--- config.mk ---
export PLATFORM = sky130hd
export DESIGN_NAME = md_sequencer_flat
export DESIGN_NICKNAME = d
export VERILOG_FILES = /design/src/rtl/md_sequencer_pkg.sv /design/src/rtl/md_sequencer_if.sv /design/src/rtl/md_sequencer_step.sv /design/src/rtl/md_sequencer.sv /design/src/flat_wrapper.sv
export SDC_FILE = /design/constraint.sdc
export NUM_CORES = 1
export LEC_CHECK = 0
export CORE_ASPECT_RATIO = 0.5
export CORE_MARGIN = 1
export CORE_UTILIZATION = 59
export CTS_CLUSTER_SIZE = 12
export DETAILED_ROUTE_END_ITERATION = 8
export PLACE_DENSITY = 0.78
export SLEW_MARGIN = 10
export SYNTH_ARGS = -nofsm -noshare
export SYNTH_HDL_FRONTEND = slang
export SYNTH_SLANG_ARGS = --single-unit
--- constraint.sdc ---
create_clock -name clock -period 3.85 [get_ports clock]
set_input_delay 0.5775 -clock clock [delete_from_list [all_inputs] [get_ports clock]]
set_output_delay 0.5775 -clock clock [all_outputs]
set_load 0.005 [all_outputs]
--- src/rtl/md_sequencer_pkg.sv ---
// Shared definitions for the MULT/DIV sequencer: op codes, FSM states, default width.
package md_sequencer_pkg;

  localparam int unsigned DefaultWidth = 32;

  localparam logic [1:0] OpMult = 2'b00;
  localparam logic [1:0] OpDiv  = 2'b01;

  typedef enum logic [1:0] {
    StIdle  = 2'b00,
    StRun   = 2'b01,
    StFixup = 2'b10,
    StDone  = 2'b11
  } state_e;

  // Codes with the top bit set are reserved; a start carrying one is dropped.
  function automatic logic op_valid(input logic [1:0] op);
    return ~op[1];
  endfunction

endpackage

--- src/rtl/md_sequencer_if.sv ---
// Request/result bundle between the control FSM (master) and the MULT/DIV engine (slave).
interface md_sequencer_if
  import md_sequencer_pkg::*;
#(
  parameter int unsigned WIDTH = DefaultWidth
);

  logic             start;
  logic [1:0]       op;
  logic [WIDTH-1:0] a_in;
  logic [WIDTH-1:0] b_in;
  logic             busy;
  logic             done;
  logic             hi_we;
  logic             lo_we;
  logic             div_by_zero;
  logic [WIDTH-1:0] hi_out;
  logic [WIDTH-1:0] lo_out;

  modport master (
    output start, op, a_in, b_in,
    input  busy, done, hi_we, lo_we, div_by_zero, hi_out, lo_out
  );

  modport slave (
    input  start, op, a_in, b_in,
    output busy, done, hi_we, lo_we, div_by_zero, hi_out, lo_out
  );

endinterface

--- src/rtl/md_sequencer_step.sv ---
// One radix-2 iteration on unsigned magnitudes.
// MULT: {hi,lo} holds partial product / remaining multiplier bits; m is the multiplicand.
// DIV : hi holds the partial remainder, lo the dividend bits shifting out and quotient
//       bits shifting in; m is the divisor.
module md_sequencer_step
  import md_sequencer_pkg::*;
#(
  parameter int unsigned WIDTH = DefaultWidth
) (
  input  logic             is_div,
  input  logic [WIDTH:0]   hi,
  input  logic [WIDTH-1:0] lo,
  input  logic [WIDTH:0]   m,
  output logic [WIDTH:0]   hi_nxt,
  output logic [WIDTH-1:0] lo_nxt
);

  logic [WIDTH+1:0] sum;
  logic [WIDTH:0]   trial;
  logic [WIDTH+1:0] diff;

  // Add-then-shift-right for MULT, shift-left-then-trial-subtract for DIV.
  always_comb begin
    sum    = {1'b0, hi} + (lo[0] ? {1'b0, m} : '0);
    // Partial remainder is always below the divisor, so hi[WIDTH] is zero here.
    trial  = {hi[WIDTH-1:0], lo[WIDTH-1]};
    diff   = {1'b0, trial} - {1'b0, m};
    hi_nxt = sum[WIDTH+1:1];
    lo_nxt = {sum[0], lo[WIDTH-1:1]};
    if (is_div) begin
      if (!diff[WIDTH+1]) begin
        hi_nxt = diff[WIDTH:0];
        lo_nxt = {lo[WIDTH-2:0], 1'b1};
      end else begin
        hi_nxt = trial;
        lo_nxt = {lo[WIDTH-2:0], 1'b0};
      end
    end
  end

endmodule

--- src/rtl/md_sequencer.sv ---
// Iterative signed MULT/DIV engine with its sequencing FSM: IDLE -> RUN (WIDTH steps)
// -> FIXUP (apply signs, register result) -> DONE (one-cycle pulse) -> IDLE.
module md_sequencer
  import md_sequencer_pkg::*;
#(
  parameter int unsigned WIDTH = DefaultWidth
) (
  input  logic          clock,
  input  logic          reset,
  md_sequencer_if.slave bus
);

  localparam int unsigned CNT_W = $clog2(WIDTH) + 1;

  state_e             state_q, state_d;
  logic [CNT_W-1:0]   cnt_q, cnt_d;
  logic [WIDTH:0]     hi_q, hi_d;
  logic [WIDTH-1:0]   lo_q, lo_d;
  logic [WIDTH:0]     m_q, m_d;
  logic               sign_a_q, sign_a_d;
  logic               sign_b_q, sign_b_d;
  logic               is_div_q, is_div_d;
  logic               dbz_q, dbz_d;
  logic [WIDTH-1:0]   hi_out_q, hi_out_d;
  logic [WIDTH-1:0]   lo_out_q, lo_out_d;

  logic [WIDTH:0]     a_ext, b_ext, a_mag, b_mag;
  logic [WIDTH:0]     step_hi;
  logic [WIDTH-1:0]   step_lo;
  logic [2*WIDTH-1:0] prod_mag, prod_signed;
  logic [WIDTH-1:0]   quo_signed, rem_signed;

  // Magnitudes carry one extra bit so that |-2^(WIDTH-1)| is representable.
  always_comb begin
    a_ext = {bus.a_in[WIDTH-1], bus.a_in};
    b_ext = {bus.b_in[WIDTH-1], bus.b_in};
    a_mag = a_ext[WIDTH] ? -a_ext : a_ext;
    b_mag = b_ext[WIDTH] ? -b_ext : b_ext;
  end

  md_sequencer_step #(
    .WIDTH (WIDTH)
  ) u_step (
    .is_div (is_div_q),
    .hi     (hi_q),
    .lo     (lo_q),
    .m      (m_q),
    .hi_nxt (step_hi),
    .lo_nxt (step_lo)
  );

  // Sign fix-up of the raw magnitude results; remainder follows the dividend's sign.
  always_comb begin
    prod_mag    = {hi_q[WIDTH-1:0], lo_q};
    prod_signed = (sign_a_q ^ sign_b_q) ? -prod_mag : prod_mag;
    quo_signed  = (sign_a_q ^ sign_b_q) ? -lo_q : lo_q;
    rem_signed  = sign_a_q ? -hi_q[WIDTH-1:0] : hi_q[WIDTH-1:0];
  end

  // Next-state logic: accept in IDLE, iterate in RUN, register result in FIXUP.
  always_comb begin
    state_d  = state_q;
    cnt_d    = cnt_q;
    hi_d     = hi_q;
    lo_d     = lo_q;
    m_d      = m_q;
    sign_a_d = sign_a_q;
    sign_b_d = sign_b_q;
    is_div_d = is_div_q;
    dbz_d    = dbz_q;
    hi_out_d = hi_out_q;
    lo_out_d = lo_out_q;

    unique case (state_q)
      StIdle: begin
        if (bus.start && op_valid(bus.op)) begin
          sign_a_d = bus.a_in[WIDTH-1];
          sign_b_d = bus.b_in[WIDTH-1];
          is_div_d = (bus.op == OpDiv);
          cnt_d    = '0;
          hi_d     = '0;
          if (bus.op == OpDiv) begin
            lo_d = a_mag[WIDTH-1:0];
            m_d  = b_mag;
          end else begin
            lo_d = b_mag[WIDTH-1:0];
            m_d  = a_mag;
          end
          if ((bus.op == OpDiv) && (bus.b_in == '0)) begin
            dbz_d   = 1'b1;
            state_d = StDone;
          end else begin
            dbz_d   = 1'b0;
            state_d = StRun;
          end
        end
      end
      StRun: begin
        hi_d  = step_hi;
        lo_d  = step_lo;
        cnt_d = cnt_q + CNT_W'(1);
        if (cnt_q == CNT_W'(WIDTH - 1)) begin
          state_d = StFixup;
        end
      end
      StFixup: begin
        if (is_div_q) begin
          hi_out_d = rem_signed;
          lo_out_d = quo_signed;
        end else begin
          hi_out_d = prod_signed[2*WIDTH-1:WIDTH];
          lo_out_d = prod_signed[WIDTH-1:0];
        end
        state_d = StDone;
      end
      StDone: begin
        state_d = StIdle;
      end
      default: begin
        state_d = StIdle;
      end
    endcase
  end

  // State and datapath registers; synchronous reset clears everything.
  always_ff @(posedge clock) begin
    if (reset) begin
      state_q  <= StIdle;
      cnt_q    <= '0;
      hi_q     <= '0;
      lo_q     <= '0;
      m_q      <= '0;
      sign_a_q <= 1'b0;
      sign_b_q <= 1'b0;
      is_div_q <= 1'b0;
      dbz_q    <= 1'b0;
      hi_out_q <= '0;
      lo_out_q <= '0;
    end else begin
      state_q  <= state_d;
      cnt_q    <= cnt_d;
      hi_q     <= hi_d;
      lo_q     <= lo_d;
      m_q      <= m_d;
      sign_a_q <= sign_a_d;
      sign_b_q <= sign_b_d;
      is_div_q <= is_div_d;
      dbz_q    <= dbz_d;
      hi_out_q <= hi_out_d;
      lo_out_q <= lo_out_d;
    end
  end

  // Status and write-enable outputs decoded from state.
  always_comb begin
    bus.busy        = (state_q != StIdle);
    bus.done        = (state_q == StDone);
    bus.hi_we       = bus.done & ~dbz_q;
    bus.lo_we       = bus.done & ~dbz_q;
    bus.div_by_zero = bus.done & dbz_q;
    bus.hi_out      = hi_out_q;
    bus.lo_out      = lo_out_q;
  end

endmodule
--- src/flat_wrapper.sv ---
// flat-port wrapper written by rule: the top's interface ports become plain ports
module md_sequencer_flat import md_sequencer_pkg::*;
#(
  parameter int unsigned WIDTH = DefaultWidth
)
  (clock, reset, bus_start, bus_op, bus_a_in, bus_b_in, bus_busy, bus_done, bus_hi_we, bus_lo_we, bus_div_by_zero, bus_hi_out, bus_lo_out);
  md_sequencer_if #(.WIDTH(WIDTH)) bus_i ();
  input  logic clock;
  input  logic reset;
  input wire logic [$bits(bus_i.start)-1:0] bus_start;
  input wire logic [$bits(bus_i.op)-1:0] bus_op;
  input wire logic [$bits(bus_i.a_in)-1:0] bus_a_in;
  input wire logic [$bits(bus_i.b_in)-1:0] bus_b_in;
  output wire logic [$bits(bus_i.busy)-1:0] bus_busy;
  output wire logic [$bits(bus_i.done)-1:0] bus_done;
  output wire logic [$bits(bus_i.hi_we)-1:0] bus_hi_we;
  output wire logic [$bits(bus_i.lo_we)-1:0] bus_lo_we;
  output wire logic [$bits(bus_i.div_by_zero)-1:0] bus_div_by_zero;
  output wire logic [$bits(bus_i.hi_out)-1:0] bus_hi_out;
  output wire logic [$bits(bus_i.lo_out)-1:0] bus_lo_out;
  assign bus_i.start = bus_start;
  assign bus_i.op = bus_op;
  assign bus_i.a_in = bus_a_in;
  assign bus_i.b_in = bus_b_in;
  assign bus_busy = bus_i.busy;
  assign bus_done = bus_i.done;
  assign bus_hi_we = bus_i.hi_we;
  assign bus_lo_we = bus_i.lo_we;
  assign bus_div_by_zero = bus_i.div_by_zero;
  assign bus_hi_out = bus_i.hi_out;
  assign bus_lo_out = bus_i.lo_out;
  md_sequencer #(.WIDTH(WIDTH)) u_core (.clock(clock), .reset(reset), .bus(bus_i));
endmodule
Word-level counts from Yosys, hierarchy flattened
Cells that the tools add are included.
{"block": "word_totals", "register_bits": 174, "latch_bits": 0, "ramBits": 0, "mem_bits_ro": 0, "input_bits": 69, "memories": 0}
{"block": "op_classes", "n_addsub": 8, "n_mul": 0, "div": 0, "n_lt_le_gt_ge": 0, "eq_ne": 7, "shift": 0, "muxes": 25, "bitwise_logic": 5, "n_reduce_logical": 9}
{"operator": "two-way mux 33 bit", "count": 7}
{"operator": "two-way mux 32 bit", "count": 7}
{"operator": "negation 33 bit", "count": 2}
{"operator": "one-hot mux 33 bit (2 select lines)", "count": 1}
{"operator": "two-way mux 64 bit", "count": 1}
{"operator": "negation 32 bit", "count": 2}
{"operator": "negation 64 bit", "count": 1}
{"operator": "one-hot mux 32 bit (2 select lines)", "count": 1}
{"operator": "adder 33 x 34 -> 34 bit", "count": 1}
{"operator": "subtractor 33 x 33 -> 34 bit", "count": 1}
{"operator": "zero test 32 bit", "count": 1}
{"operator": "one-hot mux 6 bit (2 select lines)", "count": 1}
{"operator": "one-hot mux 2 bit (4 select lines)", "count": 1}
{"operator": "adder 6 x 1 -> 6 bit (second input constant)", "count": 1}
{"operator": "equality test 6 x 5 -> 1 bit (second input constant)", "count": 1}
{"operator": "two-way mux 2 bit", "count": 3}
{"operator": "two-way mux 6 bit", "count": 1}
{"operator": "AND reduction 2 bit", "count": 3}
{"operator": "equality test 2 x 1 -> 1 bit (second input constant)", "count": 2}
{"operator": "equality test 2 bit (second input constant)", "count": 2}
{"operator": "!= test 2 x 1 -> 1 bit (second input constant)", "count": 2}
{"operator": "nonzero test 2 bit", "count": 2}
{"operator": "bitwise AND 1 bit", "count": 2}
{"operator": "logical AND 1 bit", "count": 2}
{"operator": "other kinds (4)", "count": 6}

Logic depth before layout (Yosys ltp)
Gate-level depths: netlist (run 1).
{"block": "logic_depth", "ltp_word": 5, "ltp_mapped": 15, "depth_no_buf": 14}

Hierarchy
A second synthesis (run 1) with hierarchy kept.
{"block": "unflattened", "hier_cells": 2052, "hier_area_um2": 15302.2}
{"mod": "md_sequencer", "instances": 1, "cells_per_inst": 1336, "area_per_inst_um2": 10460.0}
{"mod": "md_sequencer_step", "instances": 1, "cells_per_inst": 716, "area_per_inst_um2": 4842.1}

Worst setup path after synthesis (run 1)
Ideal clock, no wire load.
{"block": "synth_path", "path_kind": "input to register", "from": "input port bus_b_in[8]", "to": "register u_core.lo_q[26]", "arrival_ps": 3380, "t_required_ps": 3721, "path_slack_ps": 340, "stages": 10, "path_buffers": 0, "cell_sequence": "or4_4 -> or4b_4 -> nand2b_4 -> or4b_4 -> or4_4 -> o21ai_2 -> xor2_1 -> a211oi_1 -> a211oi_1 -> nor3_1"}
{"block": "synth_between", "elab_chain_len": 5}
{"element": "from (decl)", "line_no": "flat_wrapper.sv:13", "source": "input wire logic [$bits(bus_i.b_in)-1:0] bus_b_in;"}
{"element": "negation 33 bit", "line_no": "md_sequencer.sv:38", "source": "b_mag = b_ext[WIDTH] ? -b_ext : b_ext;"}
{"element": "two-way mux 33 bit", "line_no": "md_sequencer.sv:38"}
{"element": "two-way mux 32 bit", "line_no": "md_sequencer.sv:82", "source": "if (bus.op == OpDiv) begin"}
{"element": "two-way mux 32 bit", "line_no": "md_sequencer.sv:76", "source": "if (bus.start && op_valid(bus.op)) begin"}
{"element": "one-hot mux 32 bit (2 select lines)", "line_no": "md_sequencer.sv:74", "source": "unique case (state_q)"}
{"element": "to (signal assigned)", "line_no": "md_sequencer.sv:143", "source": "lo_q <= lo_d;"}
{"element": "to (decl)", "line_no": "md_sequencer.sv:18", "source": "logic [WIDTH-1:0] lo_q, lo_d;"}
No other way between the ends. The select of a mux whose other input is x is not followed.
A chain may end at the register's enable or synchronous reset.

Worst setup path in the final report (run 1)
{"block": "layout_path", "from": "register u_core.lo_q[0]", "to": "register u_core.hi_q[31]"}
{"block": "layout_between", "elab_chain_len": 4}
{"element": "two-way mux 33 bit", "line_no": "md_sequencer_step.sv:24", "source": "sum = {1'b0, hi} + (lo[0] ? {1'b0, m} : '0);"}
{"element": "adder 33 x 34 -> 34 bit", "line_no": "md_sequencer_step.sv:24"}
{"element": "two-way mux 33 bit", "line_no": "md_sequencer_step.sv:30", "source": "if (is_div) begin"}
{"element": "one-hot mux 33 bit (2 select lines)", "line_no": "md_sequencer.sv:74"}
{"element": "to (signal assigned)", "line_no": "md_sequencer.sv:142", "source": "hi_q <= hi_d;"}
{"element": "to (decl)", "line_no": "md_sequencer.sv:17", "source": "logic [WIDTH:0] hi_q, hi_d;"}
No other way between the ends.

==> run metrics, run 1 <==
post-placement cell area=0.0162 mm2; pin count of the biggest net entering global routing=140; antenna violations before repair=0; Lkg Pwr=between 6 and 7 nW; total power draw=a little under 9 mW; die area=roughly 0.025 mm2; GRT Total Usage=39.3%; vias in the first global route=around 14000; std cell rows=39; fin nets=2176; Worst-Skew Late Latency=roughly 460 ps; wire length on met3=5.28 mm; Mapped Cells=about 1900; Core ar.=0.0232 mm2; Die H=between 100 and 150 um; Worst Max-Slew Pin Slew=1120 ps; M1 WL=21.2 mm; minimum clock period=around 3700 ps; period utilization=96.8%; first-pass GRT wire length=77.5 mm; share of layout cells above drive strength 1=under 10%; CP Launch Type=flop; metal2 WL=21.5 mm; starting density of the core=61.2%; Final TNS setup=0 ps; Syn Area/Cell=7.50 um2; sequential share of the synthesized area=24.5%; unique cell type count in the Yosys netlist=77; Post-synth EDFFs=0; max-slew violation count=0; worst vdd ir=0.000391 V; Buffers on Ports=137; CP arrival=4040 ps; Clock Tree Root=clkbuf_16; CTS tree=built; Synth Register Bits=174; commonest non-fill, non-tap cells in the layout=nor2_1 (237), nand2_1 (173), dfxtp_1 (172), clkdlybuf4s50_1 (136), o21ai_0 (121); synthesis-to-layout area growth=18.9%; crit-path max FO=5; via count=approximately 15000; post-layout instance area=0.0169 mm2; # IOs=138; RePlAce Congestion=0.981; Mapped Nets=2042; Setup Crit Path Kind=reg -> reg; CTS Hold Buffers Added=0; CP required=4160 ps; cts bufs inserted=17; HP Class=reg -> reg; antenna-violating nets left=0; total length of routed wires=49.4 mm; Max clock buf depth=2; CTS sink cnt=174; Congestion Overflow GR=0; H-tree depth=4; Fillers=1841; pwr dens=between 500 and 600 mW/mm2; final std cells w/o fill=~2300; WL/cell=between 20 and 25 um; max frequency=roughly 270 MHz; max layer used=met4; first drt pass iteration count=5; Max-cap violations=0; outcome=completed; most common cell after layout, fill and taps aside=nor2_1; relative slew slack=between 20% and 30%; Post-Syn Area=0.0142 mm2; number of diodes=0; Worst-path clk slew=80 ps; number of remaining DRC errors=0; # placed instances=2313; Die X=221 um; DRT iter0 DRCs=1874; Final HPWL DP=37.6 mm; Fin Hold WS=454 ps; Ys Warns=0; crit path capture type=flop; ys async rst share=0%; Via density=6.58; final setup violation count=0; Final Skew=14.5 ps; final number of hold-violating endpoints=0; Synth Flop Type=dfxtp_1
## per-stage QoR
| step | utilization, % | setup WS [ps] |
|---|---|---|
| 6_report | 72.8 | 121 |
| 5_1_grt | 72.8 | -33.1 |
| 4_1_cts | 72.4 | 104 |
| 3_5_place_dp | 69.8 | -303 |
| 3_3_place_gp | 69.8 | -228 |
| 2_1_floorplan | - | 340 |
## synthesized netlist by cell type, drive strengths merged, types with 5 or more instances
cell type    n  area share [%]
a211o        5            0.31
a211oi     102             5.4
a21o        40             2.1
a21oi      119             4.2
a221o        5            0.35
a22o         7            0.43
a22oi       17            0.90
a311oi      15            0.92
a31oi       17            0.75
and2        12            0.53
and3         7            0.31
buf         17            0.87
clkbuf     111             3.2
dfxtp      174              25
ha          75             6.6
inv         62             1.6
mux2        17             1.3
mux2i       43             3.0
nand2      173             4.6
nand2b      23             1.1
nand3       35             1.2
nand3b       5            0.26
nand4       10            0.44
nor2       238             6.3
nor2b       12            0.53
nor3        53             1.9
nor4        22             1.0
o211ai      29             1.5
o21a         9            0.48
o21ai      126             4.5
o21bai       5            0.26
o31ai       30             1.6
o41ai       17             1.0
or2          5            0.22
or3         25             1.1
or4         12            0.69
xnor2       78             4.8
xor2        91             5.6
## worst paths after layout
check / start / to / slack (ps) / depth (start not counted)
worst max-delay path: u_core.lo_q[0] / u_core.hi_q[31] / 120 / 16
worst max register to register: u_core.lo_q[0] / u_core.hi_q[31] / 120 / 16
worst min register to register: u_core.m_q[12] / u_core.m_q[12] / 450 / 2
worst min-delay path: u_core.m_q[12] / u_core.m_q[12] / 450 / 2
## per-layer routing
metal	global-route usage [%]	vias up
met1	53.5	7329
met3	10.2	106
met4	13.5	0
met2	60.5	864
li1	-	7153
met5	0	-
## logic make-up after synthesis
kind of cell | Yosys count | share of synthesized area (%)
simple gates | 644 | 20.9
compound gates | 581 | 27.1
buf+inv | 191 | 5.75
flops | 174 | 24.5
xor+xnor | 169 | 10.4
fa+ha+maj | 77 | 6.89
mux | 60 | 4.38
## layout make-up
cell class	instances	area, um2	share of cell area, %
Tap cell	307	384	2.27
Timing Repair inverter	1	7.51	0.0444
Inverter	62	236	1.40
Multi-Input combinational cell	1531	9990	59.1
Sequential cell	174	3490	20.6
Clock buffer	17	425	2.52
Timing Repair Buffer	243	2190	13.0
Clock inverter	14	178	1.05
## power by group
group	total (mW)	internal, mW	switching, mW
Combinational	4.30	1.86	2.44
Clock	1.79	0.925	0.869
Sequential	2.65	2.20	0.447
## state kept, by name, summed over array words and instances, names as in the netlist, 2 cells and up
register and count:
u_core.bus.hi_out 32, u_core.hi_q 33, u_core.state_q 2, u_core.m_q 33, u_core.cnt_q 6, u_core.bus.lo_out 32, u_core.lo_q 32
## worst max-delay path, cell delays in order (launching register included)
cell and delay, ps:
dfxtp_4 420, and2_1 140, ha_1 180, inv_1 60, fa_1 410, nor2b_1 170, o31a_1 200, o31ai_1 80
buf_4 150, o211ai_1 440, a31oi_2 180, buf_4 190, o41ai_4 350, o21ai_0 190, xnor2_1 160, a22oi_1 170
o21ai_0 100
## timing repair
| action | CTS | global route |
|---|---|---|
| buffers inserted | 0 | 4 |
| gates resized for setup | 1 | 14 |
| setup endpoints to repair | 1 | 12 |
| pin swaps | 0 | 1 |
| gates cloned | 0 | 1 |
Note: power is estimated with default switching activity, not from simulation.
==> run 2: changes to the inputs <==
TNS_END_PERCENT = 50   (was default)
==> results of run 2 <==
No change in the layout: final DEF, timing and power equal those of run 1.
